File: config.mk
export PLATFORM = sky130hd
export DESIGN_NAME = wide_sub_seq
export DESIGN_NICKNAME = d
export VERILOG_FILES = /design/src/rtl/calc_pkg.sv /design/src/rtl/sub_chunk.sv /design/src/rtl/wide_sub_seq.sv
export SDC_FILE = /design/constraint.sdc
export NUM_CORES = 1
export LEC_CHECK = 0
export ABC_AREA = 1
export CAP_MARGIN = 5
export CORE_AREA = 5 5 129 106
export DETAILED_ROUTE_END_ITERATION = 10
export DIE_AREA = 0 0 134 111
export PLACE_DENSITY = 0.8
export SLEW_MARGIN = 20
export SYNTH_ARGS = -nofsm -noshare
export SYNTH_HDL_FRONTEND = slang
export SYNTH_SLANG_ARGS = --single-unit
File: constraint.sdc
create_clock -name clk -period 7.31 [get_ports clk]
set_input_delay 2.193 -clock clk [delete_from_list [all_inputs] [get_ports clk]]
set_output_delay 2.193 -clock clk [all_outputs]
set_load 0.01 [all_outputs]
File: src/rtl/calc_pkg.sv
// Shared calculator datapath types: FSM state encoding, default widths,
// and limb-count / index-width helpers for the multi-cycle units.
package calc_pkg;

  typedef enum logic [1:0] {
    IDLE = 2'd0,
    RUN  = 2'd1,
    DONE = 2'd2
  } state_t;

  localparam int DEF_BITS  = 32;
  localparam int DEF_CHUNK = 8;

  function automatic int calc_limbs(input int width, input int chunk);
    return width / chunk;
  endfunction

  // Index register width; a single-limb build still needs one bit.
  function automatic int calc_idx_w(input int width, input int chunk);
    int n;
    n = width / chunk;
    return (n > 1) ? $clog2(n) : 1;
  endfunction

endpackage

File: src/rtl/sub_chunk.sv
// Combinational CHUNK-bit subtract with borrow in/out; one limb of the
// wide subtractor's borrow chain.
module sub_chunk
  import calc_pkg::*;
#(
  parameter int CHUNK = DEF_CHUNK
) (
  input  logic [CHUNK-1:0] a,
  input  logic [CHUNK-1:0] b,
  input  logic             borrow_in,
  output logic [CHUNK-1:0] diff,
  output logic             borrow_out
);

  logic [CHUNK:0] full_s;

  // A negative limb result wraps into the extra top bit, which is the borrow.
  assign full_s     = {1'b0, a} - {1'b0, b} - {{CHUNK{1'b0}}, borrow_in};
  assign diff       = full_s[CHUNK-1:0];
  assign borrow_out = full_s[CHUNK];

endmodule

File: src/rtl/wide_sub_seq.sv
// Multi-cycle wide subtractor, one CHUNK-bit limb per clock with start/done.
// Optional saturation on error when WIDE_SUB_SAT_EN is defined.
module wide_sub_seq
  import calc_pkg::*;
#(
  parameter int bits  = DEF_BITS,
  parameter int CHUNK = DEF_CHUNK
) (
  input  logic            clk,
  input  logic            rst_n,
  input  logic            start,
  input  logic [bits-1:0] a,
  input  logic [bits-1:0] b,
  input  logic            signed_mode,
  output logic            busy,
  output logic            done,
  output logic [bits-1:0] out,
  output logic            sub_err
);

  localparam int N     = calc_limbs(bits, CHUNK);
  localparam int IDX_W = calc_idx_w(bits, CHUNK);
  localparam logic [IDX_W-1:0] LAST_IDX = IDX_W'(N - 1);

  if ((bits <= 0) || (CHUNK <= 0) || ((bits % CHUNK) != 0)) begin : g_bad_cfg
    $error("wide_sub_seq: bits must be a positive multiple of CHUNK");
  end

  state_t           state_r;
  logic [bits-1:0]  a_r;
  logic [bits-1:0]  b_r;
  logic             signed_r;
  logic             borrow_r;
  logic [IDX_W-1:0] idx_r;
  logic [bits-1:0]  res_r;
  logic             busy_r;
  logic             done_r;
  logic [bits-1:0]  out_r;
  logic             err_r;

  logic [CHUNK-1:0] a_limb_s;
  logic [CHUNK-1:0] b_limb_s;
  logic [CHUNK-1:0] diff_s;
  logic             borrow_out_s;
  logic [bits-1:0]  wrapped_s;
  logic [bits-1:0]  result_s;
  logic             err_s;

  assign a_limb_s = a_r[idx_r*CHUNK +: CHUNK];
  assign b_limb_s = b_r[idx_r*CHUNK +: CHUNK];

  sub_chunk #(.CHUNK(CHUNK)) u_sub_chunk (
    .a          (a_limb_s),
    .b          (b_limb_s),
    .borrow_in  (borrow_r),
    .diff       (diff_s),
    .borrow_out (borrow_out_s)
  );

  // Result as it stands once the current limb is merged, plus error and final value.
  always_comb begin
    wrapped_s = res_r;
    wrapped_s[idx_r*CHUNK +: CHUNK] = diff_s;
    if (signed_r) begin
      err_s = (a_r[bits-1] != b_r[bits-1]) && (wrapped_s[bits-1] != a_r[bits-1]);
    end else begin
      err_s = borrow_out_s;
    end
`ifdef WIDE_SUB_SAT_EN
    if (err_s) begin
      if (signed_r) begin
        result_s = a_r[bits-1] ? {1'b1, {(bits-1){1'b0}}} : {1'b0, {(bits-1){1'b1}}};
      end else begin
        result_s = '0;
      end
    end else begin
      result_s = wrapped_s;
    end
`else
    result_s = wrapped_s;
`endif
  end

  // Sequencer: capture in IDLE, one limb per edge in RUN, one-cycle done pulse.
  always_ff @(posedge clk or negedge rst_n) begin
    if (!rst_n) begin
      state_r  <= IDLE;
      a_r      <= '0;
      b_r      <= '0;
      signed_r <= 1'b0;
      borrow_r <= 1'b0;
      idx_r    <= '0;
      res_r    <= '0;
      busy_r   <= 1'b0;
      done_r   <= 1'b0;
      out_r    <= '0;
      err_r    <= 1'b0;
    end else begin
      case (state_r)
        IDLE: begin
          done_r <= 1'b0;
          if (start) begin
            a_r      <= a;
            b_r      <= b;
            signed_r <= signed_mode;
            borrow_r <= 1'b0;
            idx_r    <= '0;
            res_r    <= '0;
            busy_r   <= 1'b1;
            state_r  <= RUN;
          end else begin
            busy_r <= 1'b0;
          end
        end
        RUN: begin
          res_r    <= wrapped_s;
          borrow_r <= borrow_out_s;
          if (idx_r == LAST_IDX) begin
            out_r   <= result_s;
            err_r   <= err_s;
            done_r  <= 1'b1;
            state_r <= DONE;
          end else begin
            idx_r <= idx_r + IDX_W'(1);
          end
        end
        DONE: begin
          done_r  <= 1'b0;
          busy_r  <= 1'b0;
          state_r <= IDLE;
        end
        default: begin
          done_r  <= 1'b0;
          busy_r  <= 1'b0;
          state_r <= IDLE;
        end
      endcase
    end
  end

  assign busy    = busy_r;
  assign done    = done_r;
  assign out     = out_r;
  assign sub_err = err_r;

endmodule

# After elaboration in Yosys (flattened, before gate mapping)
# Cells that the tools add are included.
# Widths: inputs -> output; s select.
dict set report totals {
  elab_cells 50
  reg_bits 137
  out_inout_bits 35
  inputBits 68
}
dict set report op_classes {
  n_eq_ne 7
  reduce_logical 8
  add_sub_neg 4
  shifts 4
  n_mux 16
}
# cell n
set ops {}
lappend ops {{$pmux 32 s2} 1}
lappend ops {{$shiftx 32x6->8} 2}
lappend ops {{$neg 5->34} 1}
lappend ops {{$shift 8x34->32 const A} 1}
lappend ops {{$shiftx 8x34->32} 1}
lappend ops {{$bwmux 32} 1}
lappend ops {{$mux 32} 1}
lappend ops {{$sub 8x8->9} 1}
lappend ops {{$sub 9x1->9} 1}
lappend ops {{$mux 2} 4}
lappend ops {{$pmux 2 s2} 2}
lappend ops {{$reduce_and 2->1} 4}
lappend ops {{$ne 2x2->1 const B} 3}
lappend ops {{$mux 1} 5}
lappend ops {{$pmux 1 s2} 2}
lappend ops {{$reduce_and 3->1} 1}
lappend ops {{$add 2x1->2 const B} 1}
lappend ops {{$eq 2x1->1 const B} 1}
lappend ops {{$eq 2x2->1 const B} 1}
lappend ops {{$logic_not 2->1} 1}
lappend ops {{$ne 1x1->1} 2}
lappend ops {{$reduce_bool 2->1} 1}
lappend ops {{$logic_and 1x1->1} 1}

# Logic depth before layout (Yosys ltp)
dict set report logic_depth {
  word_depth 8
  ltp_mapped 23
  mapped_depth_nobuf 21
}

# Modules after synthesis
# Synthesis repeated with hierarchy kept, for this count alone.
dict set report unflattened {
  hier_cells 725
  area_unflattened_um2 6635.1
}
# mod seq_area_each_um2 cells_per_inst n_inst area_per_inst_um2
set modules_own_cells {}
lappend modules_own_cells {wide_sub_seq 3428.3 625 1 6058.3}
lappend modules_own_cells {sub_chunk 0.0 100 1 576.8}

# Least setup slack after synthesis
# Ideal clock, no wire load.
dict set report synth_path {
  path_kind {input to register}
  startpoint {in start}
  endpoint {reg borrow_r}
  setup_time_ps 82
  arrival_time_ps 3067
  path_buffers 1
  path_slack_ps 4160
  required_ps 7228
  stages 6
  cell_sequence {nand2_1 inv_2 nor2_2 inv_1 clkbuf_1 o22ai_1}
}
dict set report synth_between {
  elab_chain_cells 2
}
# element line
set synth_rtl {}
lappend synth_rtl {{start: declaration} wide_sub_seq.sv:11} ;# input logic start,
lappend synth_rtl {{$ne 2x2->1 (no line)} -}
lappend synth_rtl {{$reduce_and 2->1 (no line)} -}
lappend synth_rtl {{end signal: assignment} wide_sub_seq.sv:117} ;# borrow_r <= borrow_out_s;
lappend synth_rtl {{end: declaration} wide_sub_seq.sv:33} ;# logic borrow_r;
# Every way passes these cells.
# A chain may end at the register's enable or synchronous reset.

# Worst setup path after layout
dict set report layout_path {
  startpoint {in start}
  endpoint {reg res_r[19]}
}
dict set report layout_between {
  elab_chain_cells 2
}
# element line
set layout_rtl {}
lappend layout_rtl {{$ne 2x2->1 (no line)} -}
lappend layout_rtl {{$reduce_and 2->1 (no line)} -}
lappend layout_rtl {{end signal: assignment} wide_sub_seq.sv:116} ;# res_r <= wrapped_s;
lappend layout_rtl {{end: declaration} wide_sub_seq.sv:35} ;# logic [bits-1:0] res_r;
# Every way passes these cells.

==> metrics.txt <==
CP endpoint res_r[19]$_DFFE_PN0P_; WL final 16.2 mm; Ports 103; FMAX 224 MHz; Initial Utilization 54.4%; hold crit path type flip-flop to flip-flop; Area Overhead vs Synth 25.1%; Max-slew headroom 38.1%; # rows 36; Die Y 111 um; crit end category flip-flop; PwrDens 542 nW/um2; final count of hold timing violations 0; run status finished clean; clock-pin slew on the worst setup and hold paths 60 ps; GR Overflow Total 0; fin crit period 4470 ps; Seq/Total Area, Yosys 52.0%; GP Congestion 0.858; cells after synthesis 837; peak supply drop 386 uV; layout cells sized above 1 5.86%; CTS tree built; CTS Hold Bufs 0; largest net degree at the start of global routing 80; Worst-Margin Slew 927 ps; CTS Buffer Depth 2; # nets final 1016; n_diodes 0; DIE WIDTH 134 um; WL per Instance 14.8 um; non-filler cells, final 1091; R2R depth 16; Synth Register Bits 137; drt first pass iters 5; Max-Cap Viols 0; reg-to-reg critical path endpoint res_r[14]$_DFFE_PN0P_; vias in the first global route 5426; Worst EP arrival 4720 ps; I/O Buffers 102; CP Launch Point start; r2r setup slk 3320 ps; number of CTS-inserted buffers 17; Starting DRT DRC Count 646; Ys Warns 0; Syn Nets 925; setup repair bufs after CTS 0; dpl cells 1060; period utilization 61.1%; RSZ-0062 raised after global routing false; Root Buffer clkbuf_16; Vias 5770; RR Startpoint idx_r[1]$_DFFE_PN0P_; clock latency on the worst-skew pair 420 ps; Final HPWL DP 10.6 mm; Total GRT Usage 22.7%; first-pass GRT wire length 27.0 mm; Yosys cell types 32; CP required 7560 ps; Worst Path Max Fanout 72; max-slew violation count 0; Residual DRC 0; H-tree depth 4; CP Launch Type input pin; setup TNS 0 ps; CTS Sinks 137; most frequent cells in the layout nand2_1, dfrtp_1, clkdlybuf4s50_1; most common cell after layout, fill and taps aside nand2_1; die area 14900 um2; Syn Area/Cell 7.88 um2; # resized after CTS 0; Setup CP Type input pin to flip-flop; Placeable Area 12100 um2; setup violators final 0; clock skew 10.1 ps; Leak Pwr 4.14 nW; via/cell ratio 5.29; initial antenna violation count 0; synthesized cell area 6590 um2; ANT nets after route 0
worst max-delay path, cell delays in order:
cell and delay, ps:
clkdlybuf4s50_1 470, nand2_2 50, buf_4 310, inv_2 90
buf_4 550, nor2_2 160, inv_1 620, o21ai_0 210
stage by stage:
stage               util [%]  area (um2)  setup WS (ps)  power, W  hold slack, ps
finish                  68.1        8250           2840   0.00447             473
global route            68.1        8250           2690   0.00484             491
CTS                     67.8        8220           2860   0.00444             475
detailed placement      63.5        7690           2460   0.00362             460
global placement        63.5        7690           2520   0.00359             458
floorplan                  -        6590           4160   0.00294             441
metal layers:
metal,GRT usage [%],up-vias,part of all wire [%]
met5,0,-,0
met4,6.37,0,1.5
met3,6.17,26,6.9
met2,31.2,216,43
met1,35.0,2724,49
li1,-,2804,-
registers in the layout, summed over array words and instances, names as in the netlist:
signal	cells
signed_r	1
busy	1
sub_err	1
done	1
idx_r	2
state_r	2
borrow_r	1
out	32
a_r	32
b_r	32
res_r	32
synth_stat cells:
cell | instances | area, um2
nor2_1 | 35 | 131
nand3_1 | 12 | 60.1
inv_2 | 4 | 15.0
clkbuf_1 | 24 | 90.1
nand3_2 | 1 | 10.0
o21ai_0 | 54 | 270
buf_1 | 3 | 11.3
a21oi_1 | 12 | 60.1
or2_2 | 4 | 25.0
buf_2 | 9 | 45.0
a32o_1 | 6 | 60.1
a21oi_2 | 1 | 8.76
o21ai_2 | 1 | 8.76
nand2_1 | 388 | 1460
o22ai_1 | 27 | 169
nand2_2 | 1 | 6.26
a32oi_1 | 1 | 8.76
nor3_1 | 2 | 10.0
o21ai_1 | 3 | 15.0
fa_1 | 2 | 40.0
o22ai_2 | 2 | 25.0
xor2_1 | 4 | 35.0
dfrtp_1 | 137 | 3430
ha_1 | 18 | 225
nor2_2 | 4 | 25.0
a22o_1 | 1 | 8.76
o211ai_1 | 2 | 15.0
nand4_1 | 2 | 12.5
xor2_2 | 1 | 16.3
inv_1 | 73 | 274
a21o_1 | 2 | 15.0
buf_6 | 1 | 11.3
cell type report:
class                      count  area, um2
tap                          152        190
inverter                      77        289
timing repair buffer         109       1090
sequential                   137       3430
multi-input combinational    586       2720
fill                         944       3870
clock buffer                  21        450
clock inverter                 9       77.6
worst min-delay path by stage:
stage	startpoint	end	cells after the start
2_1_floorplan	b_r[1]$_DFFE_PN0P_	b_r[1]$_DFFE_PN0P_	2
3_3_place_gp	a_r[8]$_DFFE_PN0P_	a_r[8]$_DFFE_PN0P_	2
3_5_place_dp	a_r[15]$_DFFE_PN0P_	a_r[15]$_DFFE_PN0P_	2
4_1_cts	a_r[8]$_DFFE_PN0P_	a_r[8]$_DFFE_PN0P_	2
5_1_grt	b_r[19]$_DFFE_PN0P_	b_r[19]$_DFFE_PN0P_	2
6_report	a_r[8]$_DFFE_PN0P_	a_r[8]$_DFFE_PN0P_	2
where the power goes:
part	switching [W]	total (W)	internal (W)	leakage [nW]
clock network	0.000314	0.000782	0.000469	0.254
registers	0.000170	0.00125	0.00108	1.79
logic	0.00154	0.00244	0.000896	2.10
cells by family after synthesis:
group / share of synthesized area [%]
AND/OR/NAND/NOR: 26.3
flip-flops: 52.0
buffers and inverters: 6.78
adder cells (fa/ha/maj): 4.02
XOR/XNOR: 0.778
AO/OA/AOI/OAI: 10.1
(Power assumes the default switching activity.)
